==> config.mk <==
export PLATFORM = sky130hd
export DESIGN_NAME = bias_add_lanes_flat
export DESIGN_NICKNAME = d
export VERILOG_FILES = /design/src/rtl/bias_add_lanes_if.sv /design/src/rtl/bias_add_lanes.sv /design/src/flat_wrapper.sv
export SDC_FILE = /design/constraint.sdc
export NUM_CORES = 2
export LEC_CHECK = 0
export BUFFER_PORTS_ARGS = -buffer_cell sky130_fd_sc_hd__buf_2
export CAP_MARGIN = 5
export CELL_PAD_IN_SITES_DETAIL_PLACEMENT = 1
export CELL_PAD_IN_SITES_GLOBAL_PLACEMENT = 1
export CORE_ASPECT_RATIO = 0.75
export CORE_UTILIZATION = 53
export DETAILED_ROUTE_END_ITERATION = 7
export GPL_TIMING_DRIVEN = 0
export PLACE_DENSITY = 0.86
export SETUP_SLACK_MARGIN = 0.05
export SLEW_MARGIN = 20
export SYNTH_ARGS = -nofsm -noshare
export SYNTH_HDL_FRONTEND = slang
export SYNTH_SLANG_ARGS = --single-unit
==> constraint.sdc <==
create_clock -name clk -period 82.7 [get_ports clk]
set_input_delay 16.54 -clock clk [delete_from_list [all_inputs] [get_ports clk]]
set_output_delay 16.54 -clock clk [all_outputs]
set_load 0.005 [all_outputs]
==> src/rtl/bias_add_lanes_if.sv <==
// Beat stream between the systolic array column outputs and the bias-add stage.
// The master drives beats in and takes results out; the slave is the bias-add stage.
interface bias_add_lanes_if #(
    parameter int LANES = 4,
    parameter int W     = 32,
    parameter int SW    = 2
) ();
    logic                 in_valid;
    logic                 in_ready;
    logic [LANES*W-1:0]   in_data;
    logic [SW-1:0]        in_set;
    logic [1:0]           in_mode;
    logic                 out_valid;
    logic                 out_ready;
    logic [LANES*W-1:0]   out_data;

    modport master (
        output in_valid, in_data, in_set, in_mode, out_ready,
        input  in_ready, out_valid, out_data
    );

    modport slave (
        input  in_valid, in_data, in_set, in_mode, out_ready,
        output in_ready, out_valid, out_data
    );
endinterface

==> src/rtl/bias_add_lanes.sv <==
// Multi-lane bias add (D = A*B + C) with banked per-lane biases, wrap/saturate/ReLU
// modes, a two-stage valid/ready pipeline and a saturation-event counter.
module bias_add_lanes #(
    parameter int LANES = 4,
    parameter int W     = 32,
    parameter int SETS  = 4,
    parameter int SW    = 2,
    parameter int CW    = 16,
    localparam int LW   = (LANES > 1) ? $clog2(LANES) : 1
) (
    input  logic                clk,
    input  logic                rst,
    input  logic                bias_wr_en,
    input  logic [SW-1:0]       bias_wr_set,
    input  logic [LW-1:0]       bias_wr_lane,
    input  logic signed [W-1:0] bias_wr_data,
    input  logic                sat_clr,
    output logic [CW-1:0]       sat_cnt,
    bias_add_lanes_if.slave     bus
);
    typedef logic signed [W-1:0] word_t;
    typedef logic signed [W:0]   wide_t;

    localparam word_t MAX_V = {1'b0, {(W-1){1'b1}}};
    localparam word_t MIN_V = {1'b1, {(W-1){1'b0}}};

    // A lane clamps when the W+1-bit sum does not fit in W bits; wrap mode never counts.
    function automatic logic lane_clamped(input wide_t s, input logic [1:0] mode);
        return (mode != 2'd0) && (s[W] != s[W-1]);
    endfunction

    function automatic word_t lane_result(input wide_t s, input logic [1:0] mode);
        word_t r;
        r = s[W-1:0];
        if (mode != 2'd0) begin
            if (s[W] != s[W-1])
                r = s[W] ? MIN_V : MAX_V;
            if (mode == 2'd2 && r[W-1])
                r = '0;
        end
        return r;
    endfunction

    word_t              bank_q [SETS][LANES];
    wide_t              sum_p1_q [LANES];
    wide_t              sum_d [LANES];
    logic [1:0]         mode_p1_q;
    logic               vld_p1_q;
    logic [LANES*W-1:0] out_p2_q;
    logic [LANES*W-1:0] out_d;
    logic               vld_p2_q;
    logic               clamp_d;
    logic [CW-1:0]      sat_cnt_q;
    logic [CW-1:0]      sat_cnt_d;
    logic               s1_en;
    logic               s2_en;
    logic               accept;

    assign s2_en  = !vld_p2_q || bus.out_ready;
    assign s1_en  = !vld_p1_q || s2_en;
    assign accept = bus.in_valid && s1_en;

    assign bus.in_ready  = s1_en;
    assign bus.out_valid = vld_p2_q;
    assign bus.out_data  = out_p2_q;
    assign sat_cnt       = sat_cnt_q;

    // Bank read happens before the write edge, so a colliding beat sees the old bias.
    always_ff @(posedge clk or posedge rst) begin
        if (rst) begin
            for (int s = 0; s < SETS; s++)
                for (int l = 0; l < LANES; l++)
                    bank_q[s][l] <= '0;
        end else if (bias_wr_en) begin
            bank_q[bias_wr_set][bias_wr_lane] <= bias_wr_data;
        end
    end

    always_comb begin
        for (int i = 0; i < LANES; i++) begin
            sum_d[i] = {bus.in_data[i*W + W - 1], bus.in_data[i*W +: W]}
                     + {bank_q[bus.in_set][i][W-1], bank_q[bus.in_set][i]};
        end
    end

    // Stage 1: widened per-lane sums registered with the beat's mode.
    always_ff @(posedge clk or posedge rst) begin
        if (rst) begin
            vld_p1_q  <= 1'b0;
            mode_p1_q <= 2'd0;
            for (int i = 0; i < LANES; i++)
                sum_p1_q[i] <= '0;
        end else if (s1_en) begin
            vld_p1_q  <= accept;
            mode_p1_q <= bus.in_mode;
            for (int i = 0; i < LANES; i++)
                sum_p1_q[i] <= sum_d[i];
        end
    end

    always_comb begin
        out_d   = '0;
        clamp_d = 1'b0;
        for (int i = 0; i < LANES; i++) begin
            out_d[i*W +: W] = lane_result(sum_p1_q[i], mode_p1_q);
            clamp_d         = clamp_d | lane_clamped(sum_p1_q[i], mode_p1_q);
        end
    end

    // Stage 2: mode-dependent wrap/clamp/ReLU; bubbles present zero data.
    always_ff @(posedge clk or posedge rst) begin
        if (rst) begin
            vld_p2_q <= 1'b0;
            out_p2_q <= '0;
        end else if (s2_en) begin
            vld_p2_q <= vld_p1_q;
            out_p2_q <= vld_p1_q ? out_d : '0;
        end
    end

    always_comb begin
        sat_cnt_d = sat_cnt_q;
        if (sat_clr)
            sat_cnt_d = '0;
        else if (s2_en && vld_p1_q && clamp_d && (sat_cnt_q != {CW{1'b1}}))
            sat_cnt_d = sat_cnt_q + CW'(1);
    end

    always_ff @(posedge clk or posedge rst) begin
        if (rst)
            sat_cnt_q <= '0;
        else
            sat_cnt_q <= sat_cnt_d;
    end
endmodule

==> src/flat_wrapper.sv <==
// flat-port wrapper written by rule: the top's interface ports become plain ports
module bias_add_lanes_flat 
#(
    parameter int LANES = 4,
    parameter int W     = 32,
    parameter int SETS  = 4,
    parameter int SW    = 2,
    parameter int CW    = 16,
    localparam int LW   = (LANES > 1) ? $clog2(LANES) : 1
)
  (clk, rst, bias_wr_en, bias_wr_set, bias_wr_lane, bias_wr_data, sat_clr, sat_cnt, bus_in_valid, bus_in_data, bus_in_set, bus_in_mode, bus_out_ready, bus_in_ready, bus_out_valid, bus_out_data);
  bias_add_lanes_if #(.LANES(LANES), .W(W), .SW(SW)) bus_i ();
  input  logic clk;
  input  logic rst;
  input  logic bias_wr_en;
  input  logic [SW-1:0] bias_wr_set;
  input  logic [LW-1:0] bias_wr_lane;
  input  logic signed [W-1:0] bias_wr_data;
  input  logic sat_clr;
  output logic [CW-1:0] sat_cnt;
  input wire logic [$bits(bus_i.in_valid)-1:0] bus_in_valid;
  input wire logic [$bits(bus_i.in_data)-1:0] bus_in_data;
  input wire logic [$bits(bus_i.in_set)-1:0] bus_in_set;
  input wire logic [$bits(bus_i.in_mode)-1:0] bus_in_mode;
  input wire logic [$bits(bus_i.out_ready)-1:0] bus_out_ready;
  output wire logic [$bits(bus_i.in_ready)-1:0] bus_in_ready;
  output wire logic [$bits(bus_i.out_valid)-1:0] bus_out_valid;
  output wire logic [$bits(bus_i.out_data)-1:0] bus_out_data;
  assign bus_i.in_valid = bus_in_valid;
  assign bus_i.in_data = bus_in_data;
  assign bus_i.in_set = bus_in_set;
  assign bus_i.in_mode = bus_in_mode;
  assign bus_i.out_ready = bus_out_ready;
  assign bus_in_ready = bus_i.in_ready;
  assign bus_out_valid = bus_i.out_valid;
  assign bus_out_data = bus_i.out_data;
  bias_add_lanes #(.LANES(LANES), .W(W), .SETS(SETS), .SW(SW), .CW(CW)) u_core (.clk(clk), .rst(rst), .bias_wr_en(bias_wr_en), .bias_wr_set(bias_wr_set), .bias_wr_lane(bias_wr_lane), .bias_wr_data(bias_wr_data), .sat_clr(sat_clr), .sat_cnt(sat_cnt), .bus(bus_i));
endmodule
==> impl_metrics.json <==
{
  "grt_use_met1_pct": 54.28,
  "r2r_cells": 12,
  "rows": 85,
  "clkPwrFrac_pct": 25.8,
  "post-dp-hpwl_um": 104900,
  "fin_worst_skew_ps": 35.70,
  "report.final.slew_viol_count": 0,
  "min_period_over_period_pct": 43.03,
  "cts_resized": 0,
  "avgSynthCellArea_um2": 11.91,
  "synthAdderAreaFrac_pct": 4.591,
  "ctsHoldBuffers": 0,
  "drt_iter0_drc": 3155,
  "synth_async_sr_flop_share_pct": 100.0,
  "cts_setup_buffers": 0,
  "grt_max_degree": 105,
  "power_switching_uw": 538.6,
  "synth_compound_area_share_pct": 9.569,
  "dieArea_um2": 74840,
  "cts.sink_count": 792,
  "p_leak_nw": 19.97,
  "yosysUniqueCellTypes": 69,
  "seqPwrFrac_pct": 40.8,
  "layout_min_cycle_time_ps": 35590,
  "rsz0062_at_grt": "false",
  "synth_top_family_by_area": "multiplexers",
  "cpMostUsedCell": "clkbuf_1",
  "pin_count": 320,
  "ir_drop_mv": 0.01739,
  "wl_um": 146900,
  "cts_tree": "done",
  "synth_seq_cells": 792,
  "hp-class": "reg -> reg",
  "ys_warn_count": 0,
  "clock_latency_ps": 680,
  "internal_power_uw": 916.0,
  "die_h_um": 237.2,
  "cp_slowest_cell": "clkbuf_1",
  "cts-htree-levels": 3,
  "synth-simple-area-share_pct": 7.971,
  "slew_headroom_pct": 19.50,
  "use_met2_pct": 60.34,
  "initial_core_util_pct": 54.04,
  "grtUsageTotal_pct": 39.85,
  "gp_congestion": 0.9461,
  "path_clk_slew_ps": 60,
  "viasPerCell": 6.567,
  "fmax_mhz": 28.10,
  "worstMarginPinSlew_ps": 1208,
  "syn_nets": 3597,
  "outcome": "finished with violations",
  "synth_area_um2": 39080,
  "via_count": 30980,
  "crit_required_ps": 66160,
  "grt_pass1_wl_um": 218800,
  "crit_fanout": 10,
  "p_comb_share_pct": 33.4,
  "layout-drive-gt1-share_pct": 29.96,
  "path_cells": "buf_2 -> nor2b_1 -> and2_1 -> clkbuf_1 -> inv_1 -> clkbuf_1 -> clkbuf_1 -> buf_2",
  "synth_edf_count": 0,
  "setup_viol": 0,
  "synth_xor_area_share_pct": 2.734,
  "netlist_instances": 3282,
  "synthFlopType": "dfrtp_1",
  "hold_viol_final": 0,
  "core_um2": 72320,
  "violations": "DRC",
  "grt_overflow_total": 0,
  "wl_per_cell_um": 31.15,
  "synth_seq_area_share_pct": 50.71,
  "cp-start-kind": "input pin",
  "end_kind": "primary output",
  "cts_made_buffers": 79,
  "first_global_vias": 32510,
  "p_total_mw": 1.455,
  "area_growth_pct": 14.46,
  "synth_mux_area_share_pct": 22.18,
  "power_density_nw_per_um2": 32.51,
  "die_x_um": 315.6,
  "ant_nets": 0,
  "nNetsFinal": 4002,
  "gr-usage-met3_pct": 10.61,
  "cp_slowest_stage_delay_ps": 530,
  "maxCapViolCount": 0,
  "fillers": 7411,
  "swShare_pct": 37.03,
  "holdPathStages": 2,
  "antenna_found_initial": 29,
  "cts-root-buf": "clkbuf_16",
  "drtPass1Iterations": 8,
  "critPathArrivalTime_ps": 19050,
  "setup_tns_ps": 0,
  "busiest_layer": "met2",
  "post-route-drc-count": 48,
  "critPathKind": "in -> out",
  "numPortBuffers": 316,
  "clockBufferDepth": 3
}
per-layer routing:
metal	routed length (um)	part of all wire (%)
met1	59010	40
met2	66080	45
met3	14430	9.8
met4	7198	4.9
met5	197	0.13
metrics by stage:
stage	instances	cell area (um^2)	worst slack, ps	hold WS [ps]	utilization [%]
floorplan	3282	39080	43920	439.4	-
global placement	4555	41860	35240	453.9	57.89
detailed placement	4563	42090	47250	464.3	58.20
CTS	4702	44690	47240	480.4	61.79
global route	4708	44710	47060	488.5	61.83
finish	4717	44740	47110	476.5	61.86
final timing paths:
kind	end	from	slack (ps)
max	bus_in_ready	bus_out_ready	47110
min	u_core.bus.out_data[3]$_DFFE_PP0P_	u_core.bus.out_data[3]$_DFFE_PP0P_	480
max reg2reg	u_core.sum_p1_q[30]$_DFFE_PP0N_	u_core.bank_q[0]$_DFFE_PP0P_	78020
min reg2reg	u_core.bus.out_data[3]$_DFFE_PP0P_	u_core.bus.out_data[3]$_DFFE_PP0P_	480
max in group asynchronous	u_core.bank_q[173]$_DFFE_PP0P_	rst	64630
min in group asynchronous	u_core.bus.out_data[42]$_DFFE_PP0P_	rst	15890
logic make-up (layout without fill, tap and decap cells):
group / count (synthesis) / in the layout
mux: 642 / 642
simple gates: 723 / 723
compound gates: 629 / 629
xor+xnor: 122 / 122
flops: 792 / 792
other cells: 0 / 15
buf+inv: 233 / 696
fa+ha+maj: 141 / 141
state kept, by name (all words and copies together) (netlist names):
signal	flops
u_core.bus.out_valid	1
u_core.bus.out_data	128
u_core.sat_cnt	16
u_core.bank_q	512
u_core.sum_p1_q	132
u_core.mode_p1_q	2
u_core.vld_p1_q	1
power groups by stage:
| stage | Clock, mW | Combinational, mW | Sequential (mW) |
|---|---|---|---|
| after CTS | 0.375 | 0.474 | 0.589 |
| after detailed placement | 0 | 0.460 | 0.590 |
| after global placement | 0 | 0.434 | 0.580 |
| final | 0.375 | 0.486 | 0.593 |
| after floorplan | 0 | 0.295 | 0.566 |
| after global routing | 0.388 | 0.519 | 0.602 |
cells in the mapped netlist (6+ instances only):
master,n,area (um^2)
dfrtp_1,792,19820
mux2_2,512,5766
nor2_1,292,1096
nand2_1,271,1017
o21ai_0,243,1216
a21oi_1,186,930.9
clkbuf_1,155,581.8
ha_1,137,1714
mux4_2,128,2883
xor2_1,71,621.9
xnor2_1,51,446.7
a21o_1,50,375.4
buf_1,43,161.4
inv_1,32,120.1
a211oi_1,29,217.7
nand3_1,24,120.1
nand2b_1,21,131.4
nand4_1,20,125.1
nor3_1,20,100.1
nor2b_1,18,112.6
and3_1,14,87.58
o21a_1,13,97.59
o21bai_1,11,82.58
a31oi_1,10,62.56
o211ai_1,10,75.07
o31ai_1,10,75.07
nor3b_1,7,52.55
o21ai_1,7,35.03
and4_1,6,52.55
nand3b_1,6,45.04
area by class of cell:
cell class / count / area (um^2) / area share [%]
repair buffers: 324 / 1802 / 4.028
clock buffers: 115 / 2313 / 5.171
diodes: 15 / 37.54 / 0.08391
flip-flops and latches: 792 / 19820 / 44.30
multi-input cells: 2257 / 18390 / 41.10
well taps: 957 / 1197 / 2.677
plain buffers: 201 / 767.0 / 1.714
clock inverters: 24 / 285.3 / 0.6377
inverters: 32 / 127.6 / 0.2853
critical path: cells and delay by family:
kind                   cells  cell delay [ps]
buffers and inverters      6             1970
and+or+nand+nor            2              520
cell usage in the layout (no fill, tap or decap), drive strengths merged, types with 13 or more instances in the layout:
master	count
nor2b	18
clkbuf	275
a211oi	31
o21a	13
nand3	24
clkinv	14
inv	36
nand2	271
dfrtp	792
a21oi	187
nor2	292
mux2	512
nand4	20
and3	14
a21o	51
nor3	20
mux4	128
xor2	71
diode	15
ha	137
o21ai	252
nand2b	21
xnor2	51
buf	365
No activity file was read; power rests on OpenSTA's default activity.
